<file path="config.mk">
export PLATFORM = sky130hd
export DESIGN_NAME = reorder_buffer
export DESIGN_NICKNAME = d
export VERILOG_FILES = /design/src/rtl/reorder_buffer.sv
export SDC_FILE = /design/constraint.sdc
export NUM_CORES = 1
export LEC_CHECK = 0
export BUFFER_PORTS_ARGS = -buffer_cell sky130_fd_sc_hd__buf_4
export CAP_MARGIN = 5
export CORE_ASPECT_RATIO = 0.7
export CORE_MARGIN = 2
export CORE_UTILIZATION = 45
export CTS_CLUSTER_DIAMETER = 150
export DETAILED_ROUTE_END_ITERATION = 12
export GPL_ROUTABILITY_DRIVEN = 0
export PLACE_DENSITY = 0.69
export SETUP_SLACK_MARGIN = 0.15
export SYNTH_ARGS = -nofsm -noshare
export SYNTH_HDL_FRONTEND = slang
export SYNTH_SLANG_ARGS = --single-unit
</file>
<file path="constraint.sdc">
create_clock -name clk -period 10.13 [get_ports clk]
set_clock_uncertainty 0.15 [all_clocks]
set_input_delay 0.5065 -clock clk [delete_from_list [all_inputs] [get_ports clk]]
set_output_delay 0.5065 -clock clk [all_outputs]
set_load 0.02 [all_outputs]
</file>
<file path="src/rtl/reorder_buffer.sv">
// Circular reorder buffer: allocates entries at tail from the decoder, collects
// results from the ALU and LSB writeback buses, and retires one entry per cycle
// in program order onto the register-file commit port, the store-release strobe
// or the mispredict flush.
//
// Optional feature macro: ROB_CDB_BYPASS_EN
//   defined   -> operand queries also see same-cycle writeback bus results
//   undefined -> operand queries see registered entry state only
//
// Opcode class encoding on dec_op (INST_OP_WIDTH bits):
//   0 LUI, 1 AUIPC, 2 JAL, 3 JALR, 4 BEQ, 5 BNE, 6 BLT, 7 BGE, 8 BLTU, 9 BGEU,
//   10..14 loads, 15 SB, 16 SH, 17 SW, 18 and above register-writing ALU ops.
module reorder_buffer #(
    parameter int ROB_SIZE_WIDTH = 3,
    parameter int XLEN           = 32,
    parameter int INST_OP_WIDTH  = 6
) (
    input  logic                      clk,
    input  logic                      rst_n,
    input  logic                      rdy,
    input  logic                      stall,
    input  logic                      dec_ready,
    input  logic [INST_OP_WIDTH-1:0]  dec_op,
    input  logic [4:0]                dec_rd,
    input  logic [XLEN-1:0]           dec_pc,
    input  logic                      dec_pred_jump,
    input  logic                      alu_valid,
    input  logic [ROB_SIZE_WIDTH-1:0] alu_id,
    input  logic [XLEN-1:0]           alu_val,
    input  logic                      alu_jump,
    input  logic [XLEN-1:0]           alu_target,
    input  logic                      lsb_valid,
    input  logic [ROB_SIZE_WIDTH-1:0] lsb_id,
    input  logic [XLEN-1:0]           lsb_val,
    input  logic [ROB_SIZE_WIDTH-1:0] qry_id1,
    input  logic [ROB_SIZE_WIDTH-1:0] qry_id2,
    output logic                      qry_ready1,
    output logic                      qry_ready2,
    output logic [XLEN-1:0]           qry_val1,
    output logic [XLEN-1:0]           qry_val2,
    output logic                      rob_full,
    output logic [ROB_SIZE_WIDTH-1:0] rob_head_id,
    output logic [ROB_SIZE_WIDTH-1:0] rob_tail_id,
    output logic                      rob_rf_enable,
    output logic [4:0]                rob_rf_rd,
    output logic [XLEN-1:0]           rob_rf_val,
    output logic                      rob_store_commit,
    output logic                      flush,
    output logic [XLEN-1:0]           flush_pc
);
    localparam int ROB_SIZE = 1 << ROB_SIZE_WIDTH;
    localparam int CNT_W    = ROB_SIZE_WIDTH + 1;

    localparam logic [INST_OP_WIDTH-1:0] OP_BEQ  = INST_OP_WIDTH'(4);
    localparam logic [INST_OP_WIDTH-1:0] OP_BNE  = INST_OP_WIDTH'(5);
    localparam logic [INST_OP_WIDTH-1:0] OP_BLT  = INST_OP_WIDTH'(6);
    localparam logic [INST_OP_WIDTH-1:0] OP_BGE  = INST_OP_WIDTH'(7);
    localparam logic [INST_OP_WIDTH-1:0] OP_BLTU = INST_OP_WIDTH'(8);
    localparam logic [INST_OP_WIDTH-1:0] OP_BGEU = INST_OP_WIDTH'(9);
    localparam logic [INST_OP_WIDTH-1:0] OP_SB   = INST_OP_WIDTH'(15);
    localparam logic [INST_OP_WIDTH-1:0] OP_SH   = INST_OP_WIDTH'(16);
    localparam logic [INST_OP_WIDTH-1:0] OP_SW   = INST_OP_WIDTH'(17);

    typedef enum logic [1:0] {
        KIND_REG    = 2'd0,
        KIND_BRANCH = 2'd1,
        KIND_STORE  = 2'd2
    } kind_e;

    // Entry storage
    logic [ROB_SIZE-1:0] busy_q;
    logic [ROB_SIZE-1:0] ready_q;
    logic [ROB_SIZE-1:0] pred_q;
    logic [ROB_SIZE-1:0] act_q;
    kind_e               kind_q   [ROB_SIZE];
    logic [4:0]          rd_q     [ROB_SIZE];
    logic [XLEN-1:0]     val_q    [ROB_SIZE];
    logic [XLEN-1:0]     pc_q     [ROB_SIZE];
    logic [XLEN-1:0]     target_q [ROB_SIZE];

    logic [ROB_SIZE_WIDTH-1:0] head_q;
    logic [ROB_SIZE_WIDTH-1:0] tail_q;
    logic [CNT_W-1:0]          count_q;

    // Registered commit-side outputs
    logic            rf_en_q;
    logic [4:0]      rf_rd_q;
    logic [XLEN-1:0] rf_val_q;
    logic            store_q;
    logic            flush_q;
    logic [XLEN-1:0] flush_pc_q;

    kind_e dec_kind;
    logic  full;
    logic  alloc;
    logic  retire;
    logic  mispredict;

    // Classify the incoming instruction; jumps resolve in the front end so they are plain REG
    always_comb begin
        dec_kind = KIND_REG;
        case (dec_op)
            OP_BEQ, OP_BNE, OP_BLT, OP_BGE, OP_BLTU, OP_BGEU: dec_kind = KIND_BRANCH;
            OP_SB, OP_SH, OP_SW:                              dec_kind = KIND_STORE;
            default:                                          dec_kind = KIND_REG;
        endcase
    end

    // Allocation / retirement decisions from registered state
    always_comb begin
        full       = (count_q == CNT_W'(ROB_SIZE));
        alloc      = dec_ready && !stall && !full;
        retire     = busy_q[head_q] && ready_q[head_q];
        mispredict = retire && (kind_q[head_q] == KIND_BRANCH)
                     && (act_q[head_q] != pred_q[head_q]);
    end

    // Entry, pointer and commit-output state
    always_ff @(posedge clk) begin
        if (!rst_n) begin
            busy_q     <= '0;
            ready_q    <= '0;
            head_q     <= '0;
            tail_q     <= '0;
            count_q    <= '0;
            rf_en_q    <= 1'b0;
            rf_rd_q    <= '0;
            rf_val_q   <= '0;
            store_q    <= 1'b0;
            flush_q    <= 1'b0;
            flush_pc_q <= '0;
        end else if (!rdy) begin
            rf_en_q <= 1'b0;
            store_q <= 1'b0;
            flush_q <= 1'b0;
        end else begin
            rf_en_q <= 1'b0;
            store_q <= 1'b0;
            flush_q <= 1'b0;
            if (retire) begin
                case (kind_q[head_q])
                    KIND_REG: begin
                        rf_en_q  <= 1'b1;
                        rf_rd_q  <= rd_q[head_q];
                        rf_val_q <= val_q[head_q];
                    end
                    KIND_STORE: store_q <= 1'b1;
                    default: begin
                        if (mispredict) begin
                            flush_q    <= 1'b1;
                            flush_pc_q <= act_q[head_q] ? target_q[head_q]
                                                        : pc_q[head_q] + XLEN'(4);
                        end
                    end
                endcase
            end

            if (mispredict) begin
                // Everything younger than the branch is wrong-path work
                busy_q  <= '0;
                ready_q <= '0;
                head_q  <= '0;
                tail_q  <= '0;
                count_q <= '0;
            end else begin
                if (retire) begin
                    busy_q[head_q] <= 1'b0;
                    head_q         <= head_q + 1'b1;
                end
                if (alloc) begin
                    busy_q[tail_q]   <= 1'b1;
                    ready_q[tail_q]  <= 1'b0;
                    kind_q[tail_q]   <= dec_kind;
                    rd_q[tail_q]     <= dec_rd;
                    pc_q[tail_q]     <= dec_pc;
                    pred_q[tail_q]   <= dec_pred_jump;
                    tail_q           <= tail_q + 1'b1;
                end
                if (alu_valid) begin
                    ready_q[alu_id]  <= 1'b1;
                    val_q[alu_id]    <= alu_val;
                    act_q[alu_id]    <= alu_jump;
                    target_q[alu_id] <= alu_target;
                end
                // Placed after the ALU write so LSB wins on an id collision
                if (lsb_valid) begin
                    ready_q[lsb_id]  <= 1'b1;
                    val_q[lsb_id]    <= lsb_val;
                end
                count_q <= count_q + CNT_W'(alloc) - CNT_W'(retire);
            end
        end
    end

    // Operand lookups for the issue stage
    always_comb begin
        qry_ready1 = busy_q[qry_id1] && ready_q[qry_id1];
        qry_val1   = val_q[qry_id1];
        qry_ready2 = busy_q[qry_id2] && ready_q[qry_id2];
        qry_val2   = val_q[qry_id2];
`ifdef ROB_CDB_BYPASS_EN
        if (lsb_valid && lsb_id == qry_id1) begin
            qry_ready1 = 1'b1;
            qry_val1   = lsb_val;
        end else if (alu_valid && alu_id == qry_id1) begin
            qry_ready1 = 1'b1;
            qry_val1   = alu_val;
        end
        if (lsb_valid && lsb_id == qry_id2) begin
            qry_ready2 = 1'b1;
            qry_val2   = lsb_val;
        end else if (alu_valid && alu_id == qry_id2) begin
            qry_ready2 = 1'b1;
            qry_val2   = alu_val;
        end
`endif
    end

    assign rob_full         = full;
    assign rob_head_id      = head_q;
    assign rob_tail_id      = tail_q;
    assign rob_rf_enable    = rf_en_q & rdy;
    assign rob_rf_rd        = rf_rd_q;
    assign rob_rf_val       = rf_val_q;
    assign rob_store_commit = store_q & rdy;
    assign flush            = flush_q & rdy;
    assign flush_pc         = flush_pc_q;

endmodule

</file>
; Yosys cells after proc, flatten, opt, wreduce, memory -nomap -nowiden
; Memory sizes are Yosys's and may differ from the RTL's. A register that Yosys moved wholly into a read port is not among the register bits.
; Index checks and enable logic that the tools add are counted.
[word_totals]
reg_bits = 77
latch_bits = 0
mem_bits_rw = 824
mem_bits_ro = 64
output_inout_bits = 145
wordCells = 151
n_memories = 6
[mem_list]
columns = name, words, width, rd, rd_clocked_by_memory_dff, write_ports, line_no
row1 = pc_q, 8, 32, 1, 1, 1, 78  ; logic [XLEN-1:0] pc_q [ROB_SIZE];
row2 = target_q, 8, 32, 1, 1, 1, 79  ; logic [XLEN-1:0] target_q [ROB_SIZE];
row3 = val_q, 8, 32, 3, 1, 2, 77  ; logic [XLEN-1:0] val_q [ROB_SIZE];
row4 = (name not given), 32, 2, 1, 0, 0, 102  ; case (dec_op)
row5 = rd_q, 8, 5, 1, 1, 1, 76  ; logic [4:0] rd_q [ROB_SIZE];
row6 = kind_q, 8, 2, 1, 1, 1, 75  ; kind_e kind_q [ROB_SIZE];
[op_classes]
addsub = 5
multipliers = 0
div = 0
magnitude_cmp = 10
n_eq_ne = 4
n_shift = 0
n_mux = 73
bitwise_logic = 15
n_reduce_logical = 27
[ops]
columns = operator, count
row1 = 2-to-1 mux 8 bit, 16
row2 = "adder 32 x 3 -> 32 bit, second input constant", 1
row3 = 2-to-1 mux 32 bit, 1
row4 = 2-to-1 mux 1 bit, 30
row5 = 2-to-1 mux 3 bit, 10
row6 = binary-select mux 1 bit (select 3 bit), 8
row7 = "less-than comparator 3 x 4 -> 1 bit, second input constant", 6
row8 = bitwise OR 8 bit, 3
row9 = bitwise AND 8 bit, 2
row10 = bitwise mux 8 bit, 2
row11 = NOT 8 bit, 2
row12 = demux 1 bit (select 3 bit), 4
row13 = "greater-or-equal comparator 3 x 1 -> 1 bit, second input constant", 4
row14 = AND reduction 4 bit, 3
row15 = logical AND 1 bit, 11
row16 = "adder 3 x 1 -> 3 bit, second input constant", 2
row17 = AND reduction 3 bit, 2
row18 = NOT 1 bit, 5
row19 = OR reduction 5 bit, 1
row20 = adder 4 x 1 -> 4 bit, 1
row21 = "equality test 4 bit, second input constant", 1
row22 = logical NOT 1 bit, 4
row23 = 2-to-1 mux 4 bit, 1
row24 = AND reduction 2 bit, 2
row25 = other kinds (9), 12

; Longest topological paths before layout
; Gate-level depths: netlist of run 1.
[logic_depth]
ltp_word = 18
depth_mapped = 15

; Worst setup path after synthesis of run 1
; Ideal clock, no wire load.
[synth_timing]
path_type = register to register
start = reg head_q[1] (netlist: rob_head_id[1])
end = mem kind_q[2][0] in the netlist's numbering (enable)
setup_time_ps = 484
t_arrival_ps = 5314
required_time_ps = 9496
slack_ps = 4183
stages_incl_launch_ff = 11
path_buffers = 3
cell_sequence = dfxtp_1 > clkbuf_1 > mux2_2 > a221o_1 > a221oi_1 > nor2_1 > clkbuf_1 > nand3_1 > nand2_1 > clkbuf_1 > nor3_1
[synth_via]
elab_chain_cells = 9
word_cells_on_any_way = 16
cone_classes = eq/ne (1) / mux (12) / reduce/logical (3)
[synth_lines]
columns = element, line_no
row1 = from (decl), 81  ; logic [ROB_SIZE_WIDTH-1:0] head_q;
row2 = from (signal assigned), 168  ; head_q <= head_q + 1'b1;
row3 = binary-select mux 1 bit (select 3 bit), 113  ; retire = busy_q[head_q] && ready_q[head_q];
row4 = 2-to-1 mux 1 bit (not written as such), 113
row5 = logical AND 1 bit, 113
row6 = logical AND 1 bit, 114  ; mispredict = retire && (kind_q[head_q] == KIND_BRANCH)
row7 = logical AND 1 bit *, 115  ; && (act_q[head_q] != pred_q[head_q]);
row8 = 2-to-1 mux 1 bit *, 158  ; if (mispredict) begin
row9 = 2-to-1 mux 1 bit *, 132  ; end else if (!rdy) begin
row10 = 2-to-1 mux 1 bit *, 120  ; if (!rst_n) begin
row11 = 2-to-1 mux 1 bit (not written as such) *, 173  ; kind_q[tail_q] <= dec_kind;
row12 = to (decl), 75
; Every way passes the cells marked *; elsewhere a longest branch is shown, timed or not. The select of a mux whose other input is x is not followed.

; Worst setup path after layout of run 1
[layout_timing]
start = reg head_q[0] (netlist: rob_head_id[0])
end = mem pc_q[2][13] (enable)
[layout_via]
elab_chain_cells = 9
word_cells_on_any_way = 16
cone_classes = eq/ne (1) / mux (12) / reduce/logical (3)
[layout_lines]
columns = element, line_no
row1 = binary-select mux 1 bit (select 3 bit), 113
row2 = 2-to-1 mux 1 bit (not written as such), 113
row3 = logical AND 1 bit, 113
row4 = logical AND 1 bit, 114
row5 = logical AND 1 bit *, 115
row6 = 2-to-1 mux 1 bit *, 158
row7 = 2-to-1 mux 1 bit *, 132
row8 = 2-to-1 mux 1 bit *, 120
row9 = 2-to-1 mux 1 bit (not written as such) *, 175  ; pc_q[tail_q] <= dec_pc;
row10 = to (decl), 78
; Marked as above.

==> impl_metrics.csv, run 1 <==
group,metric,value,unit
final_layout,nets,3043,
clocking,root_buffer,"clkbuf_16",
floorplan,dieHeight,263.5,µm
pwr,power,8.296,mW
clocking,cts_num_sinks,941,
outcome,outcome,"completed",
sta,worst_pin_slew,1249,ps
global_routing,grt_pass1_wl,180200,µm
clocking,clockBufferDepth,3,
synthesis,synth_seq_area_share,62.95,%
final_layout,num-fill-cells,7431,
pwr,powerDensity,163.5,nW/µm²
worst_setup_path,worstPathRequired,10310,ps
clocking,clk_pin_slew,70,ps
synthesis,netlist_area,43280,µm²
synthesis,synthCells,2537,
synthesis,synth-seq-cells,941,
global_routing,antenna_found_initial,17,
sta,relSlewSlack,16.08,%
clocking,cts.repair.resized,0,
synthesis,async_flop_share,0,%
synthesis,synth_edf_count,840,
final_layout,area_growth,17.24,%
detailed_routing,vias,26708,
floorplan,start_util,45.23,%
clocking,clock_latency,670,ps
final_layout,final_util,53.03,%
clocking,cts_tree,"built",
synthesis,synthFlopType,"edfxtp_1",
synthesis,ys_warn_count,0,
floorplan,core,95690,µm²
synthesis,synth_nets,2706,
global_routing,grt_pass1_vias,26796,
detailed_routing,wire_per_inst,29.34,µm
worst_setup_path,cp-end-kind,"register",
sta,fin_crit_sh,52.62,%
sta,drv_slew,0,
global_routing,grt_start_max_net_pins,67,
worst_setup_path,crit_type,"register to register",
detailed_routing,postRouteAntennaNets,0,
global_routing,grt.total_usage,24.60,%
worst_setup_path,critPathLaunchType,"register",
detailed_routing,vias_per_cell,6.341,
hold_path,hold_class,"input port to register",
detailed_routing,drt_iter0_markers,3449,
final_layout,drive_above_1_share,39.04,%
floorplan,die_w,374.7,µm
synthesis,yosysTopAreaCell,"edfxtp_1",
flow_run,max_cap_viol_count,0,
synthesis,synth.avg_cell_area,17.06,µm²
worst_setup_path,cp.arrival,5510,ps
place,numPortBuffers,304,
global_routing,globalRouteOverflowTotal,0,
detailed_routing,drc,0,
sta,whs,50.40,ps
sta,period_needed,5330,ps
synthesis,yosysMostFrequentCell,"edfxtp_1",
sta,setup_viol,0,
clocking,htreeDepth,3,
floorplan,dieArea,98720,µm²
sta,fmaxAchievable,0.1876,GHz
synthesis,synth_cell_type_count,66,
pwr,ir_worst_vdd,0.0001391,V
worst_setup_path,cp_max_fo,39,
detailed_routing,wl,123600,µm
synthesis,synth.top_cell.area_share,58.28,%
sta,rsz0062_at_grt,"false",
floorplan,fp-row-count,95,
pwr,p_leak,16.14,nW
detailed_routing,first_pass_iters,6,
place,hpwl,74610,µm
synthesis,synth.area.top_cells,"edfxtp_1 58%, mux4_2 13%, mux2_2 8.9%",
clocking,cts_buffers,91,
synthesis,ys_top_cells_by_count,"840 x edfxtp_1, 344 x mux2_2, 259 x mux4_2, 103 x clkbuf_1, 101 x dfxtp_1",
sta,fin_setup_tns,0,ps
sta,finalHoldViolations,0,
floorplan,ios,305,
## repair_timing
item	in CTS	in global routing
hold buffers	71	0
endpoints found under the hold margin	568	0
buffers inserted	0	0
## placed cells by master (no fill, tap or decap), types with 11 or more instances in the layout
master / n
a21oi_1: 39
a221oi_1: 64
a22o_1: 56
a311oi_1: 38
buf_4: 363
clkbuf_1: 23
clkbuf_16: 93
clkinv_1: 11
dfxtp_1: 95
dlygate4sd3_1: 71
edfxtp_1: 840
inv_1: 14
mux2_2: 344
mux2i_1: 75
mux4_2: 259
nand2_1: 85
nand2b_1: 17
nand3_1: 29
nor2_1: 96
nor3_1: 40
nor3_2: 14
nor4_1: 13
o211ai_1: 13
o21ai_0: 27
o22ai_1: 12
xor2_1: 13
## worst paths after layout
check	slack (ps)	endpoint	cells past startpoint	from
min reg2reg	330	count_q[2]	2	count_q[2]
min	50	val_q[7][17]	2	lsb_val[17]
max reg2reg	4800	pc_q[2][13]	9	rob_head_id[0]
max	4800	pc_q[2][13]	9	rob_head_id[0]
## cells by family after synthesis
family | after synthesis | share of synthesized area [%]
adder cells (fa/ha/maj) | 9 | 0.2775
multiplexers | 687 | 24.68
flip-flops | 941 | 62.95
buffers and inverters | 205 | 2.064
AND/OR/NAND/NOR | 358 | 3.989
AO/OA/AOI/OAI | 314 | 5.576
XOR/XNOR | 23 | 0.4654
## report_power, final
group	leakage (nW)	total [mW]	switching, mW	internal (mW)
sequential	8.40	4.28	0.0246	4.26
clock	1.47	3.46	1.47	1.99
combinational	6.27	0.547	0.298	0.248
total	16.1	8.30	1.79	6.50
## registers in the layout, summed over array words and instances (netlist names), named ones only
register	cells
rf_en_q	1
rob_rf_val	32
rob_tail_id	3
store_q	1
rd_q	40
rob_head_id	3
busy_q	8
target_q	256
flush_q	1
kind_q	16
rob_rf_rd	5
count_q	4
ready_q	8
val_q	256
act_q	8
flush_pc	32
pc_q	256
pred_q	8
## per-layer routing
metal / track usage [%] / vias to the layer above / routed length [µm] / share of wire (%)
met5: 0 / - / 122 / 0.099
met4: 8.490 / 20 / 4128 / 3.3
met3: 6.089 / 292 / 12450 / 10
met2: 37.33 / 1576 / 55980 / 45
met1: 34.75 / 13640 / 50900 / 41
li1: - / 11180 / - / -
## stage by stage
stage	setup WS (ps)	cell area [µm²]	instances
finish	4800	50750	4212
global route	4465	50740	4210
CTS	4874	50730	4204
detailed placement	4901	46990	3971
global placement	5139	46990	3971
floorplan	4183	43280	2537
## worst max-delay path: stages (launching register included)
cell	delay, ps
dfxtp_2	340
buf_4	470
inv_1	380
mux2_2	320
o221ai_1	190
xnor2_2	800
nand3_1	720
nand2_1	1070
nor3_2	120
buf_4	360
## area by class of cell
class | count | area (µm²) | area share [%]
inverters | 15 | 56.30 | 0.1110
diodes | 8 | 20.02 | 0.03945
clock buffers | 122 | 2496 | 4.919
multi-input cells | 1391 | 15370 | 30.29
clock inverters | 40 | 528.0 | 1.040
repair buffers | 434 | 3436 | 6.771
well taps | 1261 | 1578 | 3.109
flip-flops and latches | 941 | 27260 | 53.72
Power figures use the tool's default switching activity.
==> run 2, diff against run 1 <==
PLACE_DENSITY = 0.72   (was 0.69)
clock period = 4.58 ns   (was 10.13 ns; I/O delays follow)
==> run 2 against run 1 <==
Against the previous run: via count rose by 3.8%; register-to-register slack got worse by 4500 ps; first-iteration DRC count fell by 5.6%; non-clock buffer count rose by 131; clock power rose by 130%; flip-flop and latch count did not move; fmax rose by 25%; setup slack got worse by 4500 ps; combinational power rose by 140%; hold slack improved by 44 ps; die area did not move.
==> impl_metrics.csv, run 2 (same netlist as run 1, synthesis figures left out) <==
group,metric,value,unit
flow_run,max_cap_viol_count,0,
worst_setup_path,cp_common_cell,"buf_4",
final_layout,area_growth,20.81,%
detailed_routing,postRouteAntennaNets,0,
global_routing,grt_start_max_net_pins,76,
global_routing,antenna_found_initial,8,
outcome,outcome,"completed",
final_layout,final_util,54.65,%
worst_setup_path,path_delay_family,"buffers and inverters",
worst_setup_path,cp_max_fo,32,
hold_path,timing.hold.worst_endpoint,"kind_q[5][1]",
final_layout,final_common_cell,"edfxtp_1",
worst_setup_path,critPathBufInv,4,
place,hpwl,76400,µm
place,numPortBuffers,304,
worst_setup_path,cpMaxStageDelayCell,"dlygate4sd3_1",
clocking,clock_latency,680,ps
clocking,clockBufferDepth,3,
detailed_routing,wire_per_inst,29.48,µm
pwr,combPwrFrac,7.0,%
clocking,root_buffer,"clkbuf_16",
floorplan,core,95690,µm²
floorplan,dieHeight,263.5,µm
final_layout,drive_above_1_share,38.45,%
worst_setup_path,cp.depth,11,
clocking,cts_tree,"built",
pwr,seqPwrFrac,50.6,%
floorplan,start_util,45.23,%
hold_path,min_from,"dec_op[0]",
detailed_routing,first_pass_iters,7,
worst_setup_path,slowest_delay,580,ps
final_layout,top_regs,"pc_q x256, target_q x256, val_q x256",
floorplan,ios,305,
floorplan,dieArea,98720,µm²
global_routing,grt.total_usage,25.32,%
worst_setup_path,cp.arrival,4550,ps
worst_setup_path,cp-end-kind,"register",
place,place_inst,3996,
hold_path,hold_class,"input port to register",
final_layout,final_cell_mix,"840 x edfxtp_1, 380 x buf_4, 344 x mux2_2",
global_routing,grt_pass1_vias,28068,
clocking,cts_num_sinks,941,
worst_setup_path,path_cells,"buf_4, nand3b_1, a21oi_1, nor4_1, nor2_1, buf_4, and3_1, nor4_4, buf_12, mux2_2, dlygate4sd3_1",
pwr,internal-power,14.61,mW
worst_setup_path,timing.rr.start,"rob_head_id[0]",
sta,finalHoldViolations,0,
sta,relSlewSlack,21.99,%
worst_setup_path,worstPathRequired,4850,ps
pwr,p_leak,16.87,nW
detailed_routing,drt_iter0_markers,3255,
pwr,p_sw,4.111,mW
pwr,ir_worst_vdd,0.0003586,V
worst_setup_path,reg2reg_to,"val_q[6][0]",
detailed_routing,vias_per_cell,6.383,
hold_path,hold_depth,3,
clocking,htreeDepth,3,
sta,rsz0062_at_grt,"false",
sta,drv_slew,0,
worst_setup_path,regToRegSetupSlack,300,ps
floorplan,fp-row-count,95,
global_routing,grt_pass1_wl,185900,µm
global_routing,globalRouteOverflowTotal,0,
clocking,clk_pin_slew,70,ps
pwr,powerDensity,358.1,nW/µm²
worst_setup_path,rr_worst_depth,11,
sta,worst_pin_slew,1170,ps
final_layout,finalNonFillerCells,4343,
detailed_routing,vias,27720,
sta,fmaxAchievable,0.2338,GHz
floorplan,die_w,374.7,µm
detailed_routing,drc,0,
pwr,power.clock.fraction,42.4,%
sta,fin_setup_tns,0,ps
sta,period_needed,4278,ps
sta,setup_viol,0,
detailed_routing,wl,128000,µm
clocking,cts_buffers,92,
worst_setup_path,critPathLaunchType,"register",
sta,fin_crit_sh,93.40,%
pwr,power_switching_share,21.96,%
worst_setup_path,crit_type,"register to register",
final_layout,nets,3175,
run 2: repair_timing:
item	CTS	global route
hold buffers	175	0
hold endpoints to repair	871	0
gates resized for setup	0	1
buffers inserted	0	2
endpoints found under the setup margin	0	4
run 2: layout make-up:
class | instances | area [µm²]
Multi-Input combinational cell | 1391 | 15410
Sequential cell | 941 | 27260
Clock inverter | 50 | 704.4
Clock buffer | 117 | 2457
Fill cell | 7301 | 43400
Inverter | 15 | 56.30
Timing Repair Buffer | 565 | 4810
Antenna cell | 3 | 7.507
Tap cell | 1261 | 1578
run 2: per-layer routing:
layer | wire [µm] | GRT usage, % | vias to the layer above | part of all wire (%)
met5 | 68 | 0 | - | 0.053
met4 | 4818 | 9.928 | 12 | 3.8
met3 | 12670 | 5.631 | 342 | 9.9
met2 | 57840 | 38.41 | 1658 | 45
met1 | 52640 | 35.70 | 14258 | 41
li1 | - | - | 11450 | -
run 2: worst max-delay path by stage:
| stage | to | from | slack [ps] |
|---|---|---|---|
| global placement | flush_pc[20] | register | 670 |
| CTS | val_q[7][26] | register | 320 |
| detailed placement | flush_pc[20] | register | 690 |
| floorplan | target_q[5][0] | rob_head_id[1] | -660 |
| finish | val_q[6][0] | rob_head_id[0] | 300 |
| global route | val_q[6][11] | rob_head_id[0] | 220 |
run 2: metrics by stage:
stage                     power (mW)  instance area [µm²]  worst slack, ps  hold slack [ps]
after global routing           19.17                52290            216.2            144.6
after floorplan                10.28                43370           -659.4            177.9
after global placement         10.77                47320            666.7            288.6
after detailed placement       10.81                47320            685.5            304.3
final                          18.72                52290            302.2            94.79
after CTS                      18.80                52240            318.3            95.28
run 2: tightest hold or removal path, stage by stage:
cell,delay (ps)
buf_4,110
a32oi_1,160
nor2_1,190
run 2: power by group through the flow:
stage          Combinational (mW)  Clock [mW]  Sequential, mW
3_3_place_gp                 1.12           0            9.65
2_1_floorplan               0.637           0            9.64
6_report                     1.32        7.94            9.47
4_1_cts                      1.30        8.02            9.47
3_5_place_dp                 1.16           0            9.65
5_1_grt                      1.39        8.31            9.47
